--- src/rtl/dsp_be_patt_corr_unit_pkg.sv ---
// Shared DSP backend types: pattern flag/arithmetic bundles, pattern select codes,
// snapshot FSM states and the fixed-priority pattern resolve function.
package dsp_be_patt_corr_unit_pkg;

  localparam int unsigned NumPatt = 8;

  typedef struct packed {
    logic p1a;
    logic p1b;
    logic p2;
    logic p3o;
    logic p3a;
    logic p3b;
    logic p4p;
    logic p4m;
  } flag_unit_t;

  typedef struct packed {
    logic dpre;
    logic dpst;
    logic dcomp;
    logic dxn;
    logic dxp;
  } ari_unit_t;

  typedef enum logic [3:0] {
    PATT_NONE = 4'd0,
    PATT_P4M  = 4'd1,
    PATT_P4P  = 4'd2,
    PATT_P3A  = 4'd3,
    PATT_P3B  = 4'd4,
    PATT_P2   = 4'd5,
    PATT_P1A  = 4'd6,
    PATT_P1B  = 4'd7,
    PATT_P3O  = 4'd8
  } patt_sel_t;

  typedef enum logic {
    ST_IDLE,
    ST_ACK
  } stat_state_t;

  typedef struct packed {
    logic      dout;
    patt_sel_t sel;
  } patt_res_t;

  function automatic patt_res_t patt_resolve(input flag_unit_t f, input ari_unit_t a);
    patt_res_t r;
    if (f.p4m)      r = '{dout: 1'b0,    sel: PATT_P4M};
    else if (f.p4p) r = '{dout: 1'b1,    sel: PATT_P4P};
    else if (f.p3a) r = '{dout: a.dpst,  sel: PATT_P3A};
    else if (f.p3b) r = '{dout: a.dpre,  sel: PATT_P3B};
    else if (f.p2)  r = '{dout: a.dcomp, sel: PATT_P2};
    else if (f.p1a) r = '{dout: a.dpst,  sel: PATT_P1A};
    else if (f.p1b) r = '{dout: a.dpre,  sel: PATT_P1B};
    else if (f.p3o) r = '{dout: a.dcomp, sel: PATT_P3O};
    else            r = '{dout: a.dpre,  sel: PATT_NONE};
    return r;
  endfunction

endpackage

--- src/rtl/dsp_be_patt_corr_unit_stat_cnt.sv ---
// Saturating per-pattern hit counters with snapshot request/acknowledge FSM.
module dsp_be_patt_stat_cnt
  import dsp_be_patt_corr_unit_pkg::*;
#(
  parameter int unsigned CntWidth = 16
) (
  input  logic                              i_clk,
  input  logic                              i_rst,
  input  logic                              i_hit,
  input  patt_sel_t                         i_hit_sel,
  input  logic                              i_stat_req,
  input  logic                              i_stat_clr,
  output logic                              o_stat_ack,
  output logic [NumPatt-1:0][CntWidth-1:0]  o_stat_cnt
);

  stat_state_t                      state_q;
  logic                             ack_q;
  logic [NumPatt-1:0][CntWidth-1:0] live_q, live_d;
  logic [NumPatt-1:0][CntWidth-1:0] snap_q;
  logic [NumPatt-1:0]               hit_vec;
  logic                             accept;

  assign accept = (state_q == ST_IDLE) && i_stat_req;

  // A hit coinciding with a clearing snapshot survives as a count of 1.
  always_comb begin
    hit_vec = '0;
    live_d  = live_q;
    for (int unsigned k = 0; k < NumPatt; k++) begin
      hit_vec[k] = i_hit && (i_hit_sel == patt_sel_t'(4'(k + 1)));
      if (accept && i_stat_clr)
        live_d[k] = {{(CntWidth-1){1'b0}}, hit_vec[k]};
      else if (hit_vec[k] && (live_q[k] != '1))
        live_d[k] = live_q[k] + CntWidth'(1);
    end
  end

  always_ff @(posedge i_clk) begin
    if (i_rst) begin
      state_q <= ST_IDLE;
      ack_q   <= 1'b0;
      live_q  <= '0;
      snap_q  <= '0;
    end else begin
      live_q <= live_d;
      case (state_q)
        ST_IDLE: begin
          ack_q <= accept;
          if (accept) begin
            snap_q  <= live_q;
            state_q <= ST_ACK;
          end
        end
        default: begin
          ack_q   <= 1'b0;
          state_q <= ST_IDLE;
        end
      endcase
    end
  end

  assign o_stat_ack = ack_q;
  assign o_stat_cnt = snap_q;

endmodule

--- src/rtl/dsp_be_patt_corr_unit.sv ---
// MLSE backend pattern correction: 2-stage priority resolve of pattern flags into a
// decision bit. Counters/snapshot built only with DSP_BE_PATT_STAT_EN defined.
module dsp_be_patt_corr_unit
  import dsp_be_patt_corr_unit_pkg::*;
#(
  parameter int unsigned CntWidth = 16
) (
  input  logic                              i_clk,
  input  logic                              i_rst,
  input  logic                              i_valid,
  input  flag_unit_t                        i_flag_unit_d0,
  input  ari_unit_t                         i_ari_unit_dm1,
  input  logic                              i_stat_req,
  input  logic                              i_stat_clr,
  output logic                              o_valid,
  output logic                              o_dout,
  output patt_sel_t                         o_patt_sel,
  output logic                              o_stat_ack,
  output logic [NumPatt-1:0][CntWidth-1:0]  o_stat_cnt
);

  logic       v1_q;
  flag_unit_t flag1_q;
  ari_unit_t  ari1_q;
  logic       valid_q;
  logic       dout_q;
  patt_sel_t  sel_q;
  patt_res_t  res;
  logic       unused_ari;

  assign res        = patt_resolve(flag1_q, ari1_q);
  assign unused_ari = ^{ari1_q.dxn, ari1_q.dxp};

  always_ff @(posedge i_clk) begin
    if (i_rst) begin
      v1_q    <= 1'b0;
      flag1_q <= '0;
      ari1_q  <= '0;
      valid_q <= 1'b0;
      dout_q  <= 1'b0;
      sel_q   <= PATT_NONE;
    end else begin
      v1_q    <= i_valid;
      valid_q <= v1_q;
      if (i_valid) begin
        flag1_q <= i_flag_unit_d0;
        ari1_q  <= i_ari_unit_dm1;
      end
      if (v1_q) begin
        dout_q <= res.dout;
        sel_q  <= res.sel;
      end
    end
  end

  assign o_valid    = valid_q;
  assign o_dout     = dout_q;
  assign o_patt_sel = sel_q;

`ifdef DSP_BE_PATT_STAT_EN
  dsp_be_patt_stat_cnt #(
    .CntWidth (CntWidth)
  ) u_stat (
    .i_clk      (i_clk),
    .i_rst      (i_rst),
    .i_hit      (valid_q),
    .i_hit_sel  (sel_q),
    .i_stat_req (i_stat_req),
    .i_stat_clr (i_stat_clr),
    .o_stat_ack (o_stat_ack),
    .o_stat_cnt (o_stat_cnt)
  );
`else
  // Handshake kept without counters so firmware polling the ack never stalls.
  stat_state_t state_q;
  logic        ack_q;
  logic        unused_clr;

  assign unused_clr = i_stat_clr;

  always_ff @(posedge i_clk) begin
    if (i_rst) begin
      state_q <= ST_IDLE;
      ack_q   <= 1'b0;
    end else begin
      case (state_q)
        ST_IDLE: begin
          ack_q <= i_stat_req;
          if (i_stat_req) state_q <= ST_ACK;
        end
        default: begin
          ack_q   <= 1'b0;
          state_q <= ST_IDLE;
        end
      endcase
    end
  end

  assign o_stat_ack = ack_q;
  assign o_stat_cnt = '0;
`endif

endmodule
--- config.mk ---
export PLATFORM = sky130hd
export DESIGN_NAME = dsp_be_patt_corr_unit
export DESIGN_NICKNAME = d
export VERILOG_FILES = /design/src/rtl/dsp_be_patt_corr_unit_pkg.sv /design/src/rtl/dsp_be_patt_corr_unit_stat_cnt.sv /design/src/rtl/dsp_be_patt_corr_unit.sv
export SDC_FILE = /design/constraint.sdc
export NUM_CORES = 1
export LEC_CHECK = 0
export CORE_MARGIN = 4
export CORE_UTILIZATION = 34
export CTS_CLUSTER_DIAMETER = 60
export DETAILED_ROUTE_END_ITERATION = 8
export PLACE_DENSITY_LB_ADDON = 0.15
export RECOVER_POWER = 25
export SYNTH_ARGS = -nofsm -noshare
export SYNTH_HDL_FRONTEND = slang
export SYNTH_SLANG_ARGS = --single-unit
--- constraint.sdc ---
create_clock -name i_clk -period 2.25 [get_ports i_clk]
set_input_delay 0.225 -clock i_clk [delete_from_list [all_inputs] [get_ports i_clk]]
set_output_delay 0.225 -clock i_clk [all_outputs]
set_load 0.005 [all_outputs]
Word-level counts from Yosys, hierarchy flattened
Index checks and enable logic that the tools add are counted.
Widths: inputs -> output; s select.
{ "op_classes": {"mux": 9, "n_reduce_logical": 1} }
{ "ops": {"columns": ["op", "n"], "rows": [
  ["$mux 5", 8],
  ["$reduce_or 2->1", 1],
  ["$mux 1", 1]
]} }
{ "word_totals": {"regBits": 20, "inputBits": 18} }

Longest topological paths before layout
Gate-level depths: netlist of the first run.
{ "logic_depth": {"depth_word": 8, "ltp_mapped": 4, "depth_no_buf": 4} }

Worst setup path after synthesis of the first run
OpenSTA, ideal clock, no wires.
{ "synth_path": {"path_type": "flip-flop to flip-flop", "start": "register flag1_q[6] (netlist bit)", "end": "register dout_q (netlist: o_dout)", "setup_ns": 0.119, "arrival_time_ns": 0.915, "required_ns": 2.131, "setup_slack_ns": 1.216, "path_stages_with_launch": 5, "n_path_buf": 0, "synth_period_minus_slack_ns": 1.034, "cell_sequence": "dfxtp_1 and3b_1 a211oi_2 o21ai_1 o2bb2ai_1"} }
{ "synth_via": {"elab_chain_cells": 7} }
{ "synth_lines": {"columns": ["element", "line_no", "rtl"], "rows": [
  ["start: declaration", "dsp_be_patt_corr_unit.sv:23", "flag_unit_t flag1_q;"],
  ["start signal: assignment", "dsp_be_patt_corr_unit.sv:46", "flag1_q <= i_flag_unit_d0;"],
  ["$mux 5", "dsp_be_patt_corr_unit_pkg.sv:56", "else if (f.p1b) r = '{dout: a.dpre, sel: PATT_P1B};"],
  ["$mux 5", "dsp_be_patt_corr_unit_pkg.sv:55", "else if (f.p1a) r = '{dout: a.dpst, sel: PATT_P1A};"],
  ["$mux 5", "dsp_be_patt_corr_unit_pkg.sv:54", "else if (f.p2) r = '{dout: a.dcomp, sel: PATT_P2};"],
  ["$mux 5", "dsp_be_patt_corr_unit_pkg.sv:53", "else if (f.p3b) r = '{dout: a.dpre, sel: PATT_P3B};"],
  ["$mux 5", "dsp_be_patt_corr_unit_pkg.sv:52", "else if (f.p3a) r = '{dout: a.dpst, sel: PATT_P3A};"],
  ["$mux 5", "dsp_be_patt_corr_unit_pkg.sv:51", "else if (f.p4p) r = '{dout: 1'b1, sel: PATT_P4P};"],
  ["$mux 5", "dsp_be_patt_corr_unit_pkg.sv:50", "if (f.p4m) r = '{dout: 1'b0, sel: PATT_P4M};"],
  ["end signal: assignment", "dsp_be_patt_corr_unit.sv:50", "dout_q <= res.dout;"],
  ["end: declaration", "dsp_be_patt_corr_unit.sv:26", "logic dout_q;"]
]} }
Every way passes these cells.
A chain may end at the register's enable or synchronous reset.

Final worst setup path of the first run
{ "layout_path": {"start": "register sel_q[2] (netlist: o_patt_sel[2])", "end": "output port o_patt_sel[2]"} }
{ "layout_rtl": {"columns": ["element", "line_no", "rtl"], "rows": [
  ["start: declaration", "dsp_be_patt_corr_unit.sv:27", "patt_sel_t sel_q;"],
  ["start signal: assignment", "dsp_be_patt_corr_unit.sv:51", "sel_q <= res.sel;"],
  ["end: declaration", "dsp_be_patt_corr_unit.sv:17", "output patt_sel_t o_patt_sel,"]
]} }
No word-level cell between the ends.

==> results.cfg, run 1 <==
[sta]
final_period_minus_worst_setup_slack_ns = 1.318
min_period_over_period_pct = 58.59
setup_total_negative_slack_ns = 0
fin_ws_ns = 0.9317
timing.final.max_slew_violations = 0
worst_slew_margin_rel_pct = 61.99
hold_violations = 0
worst_clock_skew_ns = 0.001279
setup_viol = 0
worst_slew_pin_slew_ns = 0.5682
rsz0062_at_grt = false
max_freq_mhz = 758.5

[cts]
insertion_delay_ns = 0.25
tritoncts = built
cts-root-to-sink-buffers = 2
number_of_buffers_added_by_the_clock_tree_synthesis_step = 3
postCtsHoldBufs = 0
clk_pin_slew_ns = 0.07
postCtsResizedCells = 0
h-tree-depth = 1
clk_tree_root_cell = clkbuf_8
cts_setup_buffers = 0
tritoncts_num_sinks = 19

[grt]
track_usage_pct = 6.436
first_global_vias = 701
grt_start_max_net_pins = 15
global_route.overflow_total = 0
antenna_found_initial = 0
grt_first_pass_wirelength_um = 3291

[synth]
synth.distinct_cells = 24
synth-warning-count = 0
synth.ff_latch_count = 19
fraction_of_post_synthesis_cell_area_in_the_top_cell_type_by_area_pct = 55.68
synth_sequential_area_ratio_pct = 21.87
synth_area_sq_um = 1739
netlist_instances = 213
syn_area_per_cell_sq_um = 8.165
synth_area_leader_cell = buf_4
synthTopCellsByArea = buf_4 56%, dfxtp_1 22%, mux2i_1 6.3%

[worst_setup_path]
worst_path_max_delay_cell = clkdlybuf4s50_1
path_delay_family = buffers and inverters
data_required_time_at_the_worst_endpoint_ns = 2.03
ff2ff_path_depth = 4
cp-end-kind = primary output
regToRegStartpoint = flag1_q[6]
crit_path_max_fanout = 2
start_kind = flop
crit_end = o_patt_sel[2]
cpPeakStageDelay_ns = 0.51
rr_endpoint = o_dout
timing.setup.critical_path_class = flop to primary output
worst-r2r-setup-slack_ns = 1.08
crit_buf_inv = 1
crit_cells = 1
startpoint = o_patt_sel[2]
cp_cell_sequence = clkdlybuf4s50_1
worst_ep_arrival_time_ns = 1.09

[run_status]
status = finished clean

[job]
max_cap_violations = 0

[power]
sequential_cell_fraction_of_total_power_pct = 49.5
switchingPower_mw = 0.2132
netSwitchingFraction_pct = 28.27
internal_portion_of_total_power_mw = 0.5410
combinationalPowerShare_pct = 20.1
static-leakage-power_nw = 0.8442
p_clk_share_pct = 30.3
post-layout-total-power_mw = 0.7542
powerDensity_nw_per_um2 = 473.9
worst_ir_drop_vdd_v = 0.0002378

[final_layout]
final_core_occ_pct = 32.83
antenna_cells_inserted = 0
nets = 255
layout_commonest_cell = conb_1
total_area_of_multi_input_combinational_cells_sq_um = 849.6
ff_latch_area_sq_um = 380.4
syn_to_final_growth_pct = -8.489
layout_common_cells = 128 x conb_1, 20 x clkdlybuf4s50_1, 19 x dfxtp_1, 17 x nor2_1, 11 x mux2i_1
nFillCells = 524
layout-drive-gt1-share_pct = 3.390

[placement]
gp_congestion = 0.7649
dp_hpwl_um = 2206
placement.io_buffers = 21
placement.setup.worst_slack_ns = 0.7489

[floorplan]
effective_utilization_at_floorplan_pct = 35.87
fp.dieH_um = 79.52
ioPinCount = 153
floorplan.die.width_um = 79.52
floorplan.rows = 25
design.core.area_sq_um = 4848
die-area_sq_um = 6323

[detailed_routing]
vias = 938
post_route_drc_violation_count = 0
routed_wire_length_per_instance_um = 8.548
drt_pre_antenna_iters = 2
sum_of_routed_wire_length_over_all_layers_um = 2590
first_iter_violations = 20
antenna_violating_nets_post_route = 0
via_per_inst = 3.096

[hold_path]
hold_class = flop to flop
[sequential cells by signal, summed over array words and instances (netlist names)]
| name | flops |
|---|---|
| flag1_q | 8 |
| o_patt_sel | 4 |
| ari1_q | 3 |
| o_dout | 1 |
| o_valid | 1 |
| state_q | 1 |
| v1_q | 1 |
[Yosys cell counts]
cell type	n
buf_4	129
o21ai_0	2
nor2_1	17
mux2i_1	11
nand4_1	1
buf_2	2
o2bb2ai_1	1
nor3b_1	1
nor2b_1	4
conb_1	1
o31a_1	1
o21ai_1	1
a21o_1	1
nand2b_1	2
and3b_1	1
nand2_1	6
dfxtp_1	19
nor3_2	1
a221oi_1	1
a21oi_1	5
nor3_1	2
a211oi_2	1
inv_1	2
nor2_2	1
[power groups by stage]
stage	clock network [mW]	logic, mW	registers, mW
after floorplan	0	0.260	0.377
final	0.229	0.152	0.373
after detailed placement	0	0.146	0.382
after global routing	0.254	0.176	0.377
after CTS	0.242	0.147	0.374
after global placement	0	0.146	0.382
[kinds of logic (layout without fill, tap and decap cells)]
logic type	after synthesis	in the layout	share of synthesized area [%]
AO/OA/AOI/OAI	13	13	4.964
buffers and inverters	133	29	56.69
flip-flops	19	19	21.87
multiplexers	11	11	6.331
other	1	128	0.2156
AND/OR/NAND/NOR	36	36	9.928
[worst reg2reg max path: cells and delay by family (launching register included)]
family / cells / cell delay [ns]
AND/OR/NAND/NOR: 1 / 0.21
AO/OA/AOI/OAI: 3 / 0.42
flip-flops: 1 / 0.41
[worst min-delay path by stage]
| stage | cells past startpoint | slack [ns] | end | start |
|---|---|---|---|---|
| finish | 1 | 0.42 | state_q | state_q |
| global route | 1 | 0.45 | state_q | state_q |
| CTS | 1 | 0.43 | state_q | state_q |
| detailed placement | 1 | 0.42 | state_q | state_q |
| global placement | 1 | 0.41 | state_q | state_q |
| floorplan | 2 | 0.37 | flag1_q[1] | i_flag_unit_d0[1] |
[per-stage QoR]
step           hold slack, ns  area, sq um  instances
3_5_place_dp           0.4179         1546        299
4_1_cts                0.4281         1592        303
5_1_grt                0.4476         1592        303
6_report               0.4179         1592        303
2_1_floorplan          0.3722         2216        340
3_3_place_gp           0.4136         1546        299
[metal layers]
metal	vias up	track usage, %	routed length, um
li1	461	-	-
met1	394	7.981	941
met4	0	0	0
met3	0	2.709	427
met5	-	0	0
met2	83	11.02	1222
[cell type report]
type                            instances  share of cell area (%)
Multi-Input combinational cell        188                   53.38
Sequential cell                        19                   23.90
Timing Repair Buffer                   23                   14.15
Tap cell                               67                   5.267
Clock buffer                            4                   2.830
Inverter                                2                  0.4717
(Power assumes the default switching activity.)
==> run 2: changes to the inputs <==
--- a/config.mk
+++ b/config.mk
@@ -6,7 +6,7 @@
 export NUM_CORES = 1
 export LEC_CHECK = 0
 export CORE_MARGIN = 4
-export CORE_UTILIZATION = 34
+export CORE_UTILIZATION = 32
 export CTS_CLUSTER_DIAMETER = 60
 export DETAILED_ROUTE_END_ITERATION = 8
 export PLACE_DENSITY_LB_ADDON = 0.15
==> constraint.sdc (replaced) <==
create_clock -name i_clk -period 1.3 [get_ports i_clk]
set_input_delay 0.13 -clock i_clk [delete_from_list [all_inputs] [get_ports i_clk]]
set_output_delay 0.13 -clock i_clk [all_outputs]
set_load 0.005 [all_outputs]
==> results.cfg, run 2 (synthesis results as in run 1) <==
[run_status]
status = finished clean

[worst_setup_path]
worst-r2r-setup-slack_ns = 0.14
crit_cells = 1
data_required_time_at_the_worst_endpoint_ns = 1.17
cp-end-kind = primary output
crit_buf_inv = 1
ff2ff_path_depth = 4
path_delay_family = buffers and inverters
cp_cell_sequence = clkdlybuf4s50_1
cpPeakStageDelay_ns = 0.52
worst_path_max_delay_cell = clkdlybuf4s50_1
start_kind = flop
regToRegStartpoint = flag1_q[6]
timing.setup.critical_path_class = flop to primary output
rr_endpoint = o_dout
crit_path_max_fanout = 2
worst_ep_arrival_time_ns = 1.10

[final_layout]
syn_to_final_growth_pct = -8.130
final_core_occ_pct = 30.89
nFillCells = 573
antenna_cells_inserted = 0
nets = 256
largest_register = flag1_q
finalInstanceArea_sq_um = 1598
layout-drive-gt1-share_pct = 3.797
final-instance-count-excl-fill = 307
layout_commonest_cell = conb_1
layout_common_cells = 128 x conb_1, 19 x dfxtp_1, 19 x clkdlybuf4s50_1, 17 x nor2_1, 11 x mux2i_1
largest_register_ff_count = 8

[cts]
tritoncts_num_sinks = 19
cts_setup_buffers = 0
postCtsHoldBufs = 0
clk_tree_root_cell = clkbuf_8
tritoncts = built
postCtsResizedCells = 0
insertion_delay_ns = 0.25
cts-root-to-sink-buffers = 2
clk_pin_slew_ns = 0.07
number_of_buffers_added_by_the_clock_tree_synthesis_step = 3
h-tree-depth = 1

[floorplan]
effective_utilization_at_floorplan_pct = 33.62
ioPinCount = 153
fp.dieH_um = 81.72
die-area_sq_um = 6678
floorplan.die.width_um = 81.72
floorplan.rows = 26
design.core.area_sq_um = 5172

[power]
worst_ir_drop_vdd_v = 0.0003131
powerDensity_nw_per_um2 = 820.7
static-leakage-power_nw = 0.8480

[hold_path]
min_delay_path_depth = 1
hold_class = flop to flop
hold_path.startpoint = state_q
min_to = state_q

[sta]
min_period_over_period_pct = 94.95
fin_ws_ns = 0.06569
setup_total_negative_slack_ns = 0
worst_clock_skew_ns = 0.001124
rsz0062_at_grt = false
timing.final.max_slew_violations = 0
hold_violations = 0
setup_viol = 0
final_period_minus_worst_setup_slack_ns = 1.234
max_freq_mhz = 810.2

[grt]
grt_start_max_net_pins = 13
track_usage_pct = 6.538
antenna_found_initial = 0
grt_first_pass_wirelength_um = 3360
global_route.overflow_total = 0
first_global_vias = 711

[placement]
place_area_sq_um = 1570
dp_hpwl_um = 2268
post-place-cells = 303
placement.io_buffers = 21
placement.setup.worst_slack_ns = 0.1424
gp_congestion = 0.7355

[detailed_routing]
first_iter_violations = 15
vias = 950
antenna_violating_nets_post_route = 0
post_route_drc_violation_count = 0
sum_of_routed_wire_length_over_all_layers_um = 2608
routed_wire_length_per_instance_um = 8.495
drt_pre_antenna_iters = 3
via_per_inst = 3.094

[job]
max_cap_violations = 0
run 2: layout make-up:
class                           count  area (sq um)  area share [%]
Multi-Input combinational cell    188         849.6           53.17
Timing Repair Buffer               24         227.7           14.25
Sequential cell                    19         380.4           23.81
Tap cell                           70         87.58           5.482
Clock buffer                        4         45.04           2.819
Inverter                            2         7.507          0.4699
run 2: report_power, final:
group / leakage (nW) / internal [mW] / switching, mW
sequential: 0.156 / 0.615 / 0.0314
clock: 0.0228 / 0.218 / 0.185
combinational: 0.669 / 0.103 / 0.159
run 2: worst max path at each step:
stage,from,slack [ns],end
after global routing,o_patt_sel[1],0.01,o_patt_sel[1]
after CTS,o_patt_sel[1],0.03,o_patt_sel[1]
final,o_patt_sel[1],0.07,o_patt_sel[1]
after global placement,i_valid,0.15,ari1_q[2]
after detailed placement,i_valid,0.14,flag1_q[2]
after floorplan,flag1_q[6],0.27,o_dout
run 2: metal layers:
layer	vias to the layer above	GRT usage [%]	wire (um)
met2	74	10.90	1280
li1	463	-	-
met3	0	1.645	394
met5	-	0	0
met4	0	2.492	0
met1	413	8.037	933
run 2: per-stage QoR:
stage	power (mW)	hold WS, ns
finish	1.311	0.4225
global route	1.410	0.4565
CTS	1.337	0.4308
detailed placement	0.9226	0.4204
global placement	0.9208	0.4076
floorplan	1.102	0.2772
==> run 3: changes to the inputs <==
--- a/config.mk
+++ b/config.mk
@@ -13,4 +13,5 @@
 export RECOVER_POWER = 25
 export SYNTH_ARGS = -nofsm -noshare
 export SYNTH_HDL_FRONTEND = slang
+export SYNTH_HIERARCHICAL = 1
 export SYNTH_SLANG_ARGS = --single-unit
==> results of run 3 <==
No change in the layout: final DEF, timing and power equal those of run 2.
Main changes from that run: Yosys warning count 0 -> 6
